## config.mk

```make
export PLATFORM = sky130hd
export DESIGN_NAME = ppu_vram_arbiter
export DESIGN_NICKNAME = d
export VERILOG_FILES = /design/src/rtl/ppu_pkg.sv /design/src/rtl/ppu_cpu_addr_map.sv /design/src/rtl/ppu_vram_arbiter.sv
export SDC_FILE = /design/constraint.sdc
export NUM_CORES = 1
export LEC_CHECK = 0
export CAP_MARGIN = 20
export CORE_ASPECT_RATIO = 1.1
export CORE_MARGIN = 5
export CORE_UTILIZATION = 46
export DETAILED_ROUTE_END_ITERATION = 16
export GPL_TIMING_DRIVEN = 0
export HOLD_SLACK_MARGIN = 0.02
export PLACE_DENSITY = 0.89
export SLEW_MARGIN = 5
export SYNTH_ARGS = -nofsm -noshare
export SYNTH_HDL_FRONTEND = slang
export SYNTH_SLANG_ARGS = --single-unit
```

## constraint.sdc

```tcl
create_clock -name clk -period 2.6 [get_ports clk]
set_input_delay 0.52 -clock clk [delete_from_list [all_inputs] [get_ports clk]]
set_output_delay 0.52 -clock clk [all_outputs]
set_load 0.02 [all_outputs]
```

## src/rtl/ppu_pkg.sv

```systemverilog
// Shared PPU definitions: arbiter FSM states,
// palette window and VRAM mirroring constants.
package ppu_pkg;

  typedef enum logic [2:0] {
    IDLE,
    REN_RD,
    REN_WAIT,
    CPU_WR,
    CPU_RD,
    CPU_WAIT
  } arb_state_t;

  localparam logic [5:0]  PALETTE_BASE = 6'h3F;
  localparam logic [13:0] MIRROR_MASK  = 14'h2FFF;
  localparam int          RD_LAT_DEF   = 1;

endpackage

```

## src/rtl/ppu_cpu_addr_map.sv

```systemverilog
// CPU-side PPU address mirroring: $3000-$3EFF
// folds onto $2000-$2EFF, palette window untouched.
module ppu_cpu_addr_map
  import ppu_pkg::*;
(
  input  logic [13:0] cpu_addr,
  output logic [13:0] ppu_addr
);

  // clear bit 12 in the nametable mirror window
  always_comb begin
    ppu_addr = cpu_addr;
    if (cpu_addr[13:12] == 2'b11 &&
        cpu_addr[13:8] != PALETTE_BASE)
      ppu_addr = cpu_addr & MIRROR_MASK;
  end

endmodule

```

## src/rtl/ppu_vram_arbiter.sv

```systemverilog
// PPU memory port arbiter: renderer fetches take
// priority, CPU PPUDATA accesses fill idle cycles.
module ppu_vram_arbiter
  import ppu_pkg::*;
#(
  parameter int RD_LAT = RD_LAT_DEF,
  parameter int ADDR_W = 18
) (
  input  logic              clk,
  input  logic              rst,
  input  logic              ren_rd_req,
  input  logic [ADDR_W-1:0] ren_addr,
  output logic [7:0]        ren_rdata,
  output logic              ren_valid,
  input  logic              cpu_req,
  input  logic              cpu_we,
  input  logic [13:0]       cpu_addr,
  input  logic [7:0]        cpu_wdata,
  output logic              cpu_ack,
  output logic [7:0]        cpu_rdata,
  output logic [ADDR_W-1:0] mem_addr,
  output logic [7:0]        mem_wdata,
  output logic              mem_re,
  output logic              mem_we,
  input  logic [7:0]        mem_rdata
);

  arb_state_t        state;
  logic [1:0]        cnt;
  logic              ren_rd_req_d;
  logic              ren_pend;
  logic [ADDR_W-1:0] ren_addr_q;
  logic [ADDR_W-1:0] ren_addr_sel;
  logic [13:0]       cpu_map;
  logic              ren_rise;
  logic              ren_go;
  logic              ren_grant;

  ppu_cpu_addr_map u_map (
    .cpu_addr (cpu_addr),
    .ppu_addr (cpu_map)
  );

  assign ren_rise = ren_rd_req & ~ren_rd_req_d;
  assign ren_go   = ren_rise | ren_pend;
  assign ren_grant = ren_go &&
    (state == IDLE || state == CPU_WAIT);
  // a fresh edge always carries the newest address
  assign ren_addr_sel = ren_rise ? ren_addr
                                 : ren_addr_q;

  // renderer edge detect and pending request latch
  always_ff @(posedge clk or negedge rst) begin
    if (!rst) begin
      ren_rd_req_d <= 1'b0;
      ren_pend     <= 1'b0;
      ren_addr_q   <= '0;
    end else begin
      ren_rd_req_d <= ren_rd_req;
      if (ren_rise)
        ren_addr_q <= ren_addr;
      if (ren_grant)
        ren_pend <= 1'b0;
      else if (ren_rise)
        ren_pend <= 1'b1;
    end
  end

  // arbitration FSM with registered memory/handshake outputs
  always_ff @(posedge clk or negedge rst) begin
    if (!rst) begin
      state     <= IDLE;
      cnt       <= 2'd0;
      mem_re    <= 1'b0;
      mem_we    <= 1'b0;
      mem_addr  <= '0;
      mem_wdata <= 8'h00;
      cpu_ack   <= 1'b0;
      cpu_rdata <= 8'h00;
      ren_valid <= 1'b0;
      ren_rdata <= 8'h00;
    end else begin
      mem_re    <= 1'b0;
      mem_we    <= 1'b0;
      cpu_ack   <= 1'b0;
      ren_valid <= 1'b0;
      unique case (state)
        IDLE: begin
          if (ren_go) begin
            state    <= REN_RD;
            mem_re   <= 1'b1;
            mem_addr <= ren_addr_sel;
          end else if (cpu_req && !cpu_ack) begin
            mem_addr <= {{(ADDR_W-14){1'b0}}, cpu_map};
            if (cpu_we) begin
              state     <= CPU_WR;
              mem_we    <= 1'b1;
              mem_wdata <= cpu_wdata;
            end else begin
              state  <= CPU_RD;
              mem_re <= 1'b1;
            end
          end
        end
        REN_RD: begin
          state <= REN_WAIT;
          cnt   <= 2'd1;
        end
        REN_WAIT: begin
          if (cnt == 2'(RD_LAT)) begin
            ren_rdata <= mem_rdata;
            ren_valid <= 1'b1;
            state     <= IDLE;
          end else begin
            cnt <= cnt + 2'd1;
          end
        end
        CPU_WR: begin
          cpu_ack <= cpu_req;
          state   <= IDLE;
        end
        CPU_RD: begin
          state <= CPU_WAIT;
          cnt   <= 2'd1;
        end
        CPU_WAIT: begin
          if (ren_go) begin
            state    <= REN_RD;
            mem_re   <= 1'b1;
            mem_addr <= ren_addr_sel;
          end else if (cnt == 2'(RD_LAT)) begin
            if (cpu_req) begin
              cpu_rdata <= mem_rdata;
              cpu_ack   <= 1'b1;
            end
            state <= IDLE;
          end else begin
            cnt <= cnt + 2'd1;
          end
        end
        default: state <= IDLE;
      endcase
    end
  end

endmodule

```

==> flow_metrics.py <==
metrics = {
    "synthesis": {
        "yosys_most_used_dff": "dfrtp_1",
        "synth_edf_count": 0,
        "netlist_top_cells_area": "dfrtp_1, mux2_2, mux2_4",
        "synth.distinct_cells": 39,
        "synth_cells": 216,
        "postSynth.asyncResetShare_pct": 100.0,
        "synth_nets": 271,
        "yosys.area.top_type": "dfrtp_1",
        "yosysSeqAreaShare_pct": 56.06,
        "syn_area_per_cell_sq_um": 14.67,
        "synth_top_cells_by_count": "dfrtp_1, mux2_2, mux2_4",
        "synth_top_area_share_pct": 56.06,
        "synth_area_sq_um": 3169,
        "ys_ff_latch": 71,
        "yosysMostFrequentCell": "dfrtp_1",
        "ys_warn_count": 0,
    },
    "place": {
        "routabilityCongestion": 0.8738,
        "placed_area_sq_um": 4278,
        "io_buffer_count": 98,
        "place_hpwl_mm": 5.096,
    },
    "worst_hold_path": {
        "hp-class": "in2async",
    },
    "setup_path": {
        "endpoint": "mem_addr[11]",
        "reg2reg_slack_ps": 530,
        "crit_required_ps": 2820,
        "end_kind": "flop",
        "regToRegEndpoint": "mem_addr[11]",
        "cp_max_fo": 10,
        "cp-start-kind": "input port",
        "worstRegToRegCells": 6,
        "rr_startpoint": "state[1]",
        "arrival_ps": 2550,
        "startpoint": "ren_rd_req",
        "critical_path_class": "in2reg",
    },
    "sta": {
        "skew_ps": 8.311,
        "finalCritPeriodShare_pct": 89.68,
        "hold_viol_final": 0,
        "slew_headroom_pct": 61.07,
        "worstMarginPinSlew_ps": 584.0,
        "report.final.slew_viol_count": 0,
        "max_freq_mhz": 428.9,
        "rsz0062_at_grt": "false",
        "period_minus_slack_ps": 2332,
        "setup_viol": 0,
    },
    "final_layout": {
        "design_area_sq_um": 4487,
        "n_antenna_cell": 0,
        "syn2layout_area_growth_pct": 41.57,
        "finalNetCount": 381,
        "drive_gt1_share_pct": 32.02,
    },
    "drt": {
        "drt-total-wl_mm": 6.939,
        "initialDrtViolationCount": 61,
        "drt-pass1-iter-count": 4,
        "vias": 2104,
        "drc": 0,
        "wire_per_inst_um": 16.80,
        "ant_nets": 0,
        "post_drt_via_cell_ratio": 5.094,
    },
    "clocking": {
        "cts.reportedPaths.clkPinSlew_ps": 70,
        "worstSkewPairLatency_ps": 330,
        "tritoncts": "yes",
        "htree_levels": 3,
        "cts_root_buffer": "clkbuf_8",
        "cts_buffer_depth": 2,
        "cts_made_buffers": 9,
        "cts.sinks": 71,
        "cts_hold_buf": 0,
        "post_cts_resized": 0,
        "cts_setup_buffers": 0,
    },
    "outcome": {
        "status": "complete, no violations",
    },
    "flow_run": {
        "max_cap_violations": 0,
    },
    "floorplan": {
        "die_area_sq_um": 8651,
        "core_sq_um": 6633,
        "start_util_pct": 47.78,
        "ios": 99,
        "fp.dieW_um": 89.14,
        "die_h_um": 97.06,
        "row_count": 31,
    },
    "pwr": {
        "power.leakage_nw": 1.980,
        "power_mw": 5.127,
        "power_density_nw_per_um2": 1143,
        "peakVddDrop_mv": 0.6055,
    },
    "global_routing": {
        "grt_max_degree": 51,
        "grt_overflow": 0,
        "antenna_found_initial": 0,
        "grt_pass1_wl_mm": 11.18,
        "grt_pass1_vias": 2272,
        "grtUsageTotal_pct": 16.79,
    },
}
-- state kept, by name, summed over array words and instances, names as in the netlist, 2 cells and up --
signal and flops:
cpu_rdata 8, cnt 2, ren_rdata 8, state 3
mem_addr 18, ren_addr_q 18, mem_wdata 8
-- worst max-delay path, cell delays in order --
cell and delay [ps]:
clkdlybuf4s50_1 450, and2b_4 210, a311oi_4 550, buf_6 250, mux2_4 310, mux2_4 260
-- cell usage in the layout (no fill, tap or decap), types with 2 or more instances in the layout --
master	instances
clkbuf_1	2
clkbuf_8	12
clkinv_2	2
nor2b_1	2
dfrtp_1	71
buf_6	5
inv_1	4
or3_1	2
a21oi_1	9
and3_1	2
buf_4	3
mux2_2	50
nand2_1	13
mux2_4	20
ha_1	2
nand4_1	2
clkdlybuf4s50_1	97
buf_2	2
nor2_1	5
o31ai_1	2
-- how the worst min path moves through the flow --
stage / from / to / slack, ps / cells after the start
2_1_floorplan: rst / cnt[0] / 220 / 0
3_3_place_gp: ren_addr_q[15] / ren_addr_q[15] / 450 / 2
3_5_place_dp: rst / mem_addr[1] / 440 / 1
4_1_cts: rst / mem_addr[1] / 70 / 1
5_1_grt: rst / cnt[0] / 70 / 1
6_report: rst / ren_rdata[7] / 70 / 1
-- power by group --
group | leakage, nW | switching (mW) | internal (mW)
clock network | 0.109 | 0.395 | 0.520
registers | 0.868 | 0.195 | 1.51
logic | 1.00 | 1.14 | 1.37
-- logic make-up after synthesis --
kind of cell,Yosys count,synth area share [%]
mux,72,27.91
flops,71,56.06
simple gates,32,5.330
compound gates,22,5.804
buf+inv,16,3.829
fa+ha+maj,2,0.7895
xor+xnor,1,0.2764
-- layer usage --
layer	global-route usage, %	up-vias	part of all wire [%]
met5	0	-	0
met4	5.498	0	1.5
met2	28.93	63	52
met3	5.598	9	6.5
met1	19.11	1048	40
li1	-	984	-
-- layout make-up --
cell class | count | area (sq um)
buffer | 11 | 100.1
clock buffer | 13 | 168.9
clock inverter | 3 | 40.04
fill | 477 | 2146
inverter | 5 | 21.27
multi-input combinational | 129 | 1271
sequential | 71 | 1777
tap | 82 | 102.6
timing repair buffer | 99 | 1006
-- metrics by stage --
stage / hold WS (ps) / util (%) / std cells / setup WS, ps / setup TNS (ps)
5_1_grt: 70.93 / 67.65 / 413 / 229.6 / 0
6_report: 72.90 / 67.65 / 413 / 268.3 / 0
2_1_floorplan: 224.4 / - / 216 / 571.0 / 0
4_1_cts: 66.15 / 67.65 / 413 / 278.2 / 0
3_3_place_gp: 450.9 / 64.12 / 396 / -1357 / -96500
3_5_place_dp: 436.2 / 64.50 / 397 / -85.87 / -460.1
No activity file was read; power rests on OpenSTA's default activity.
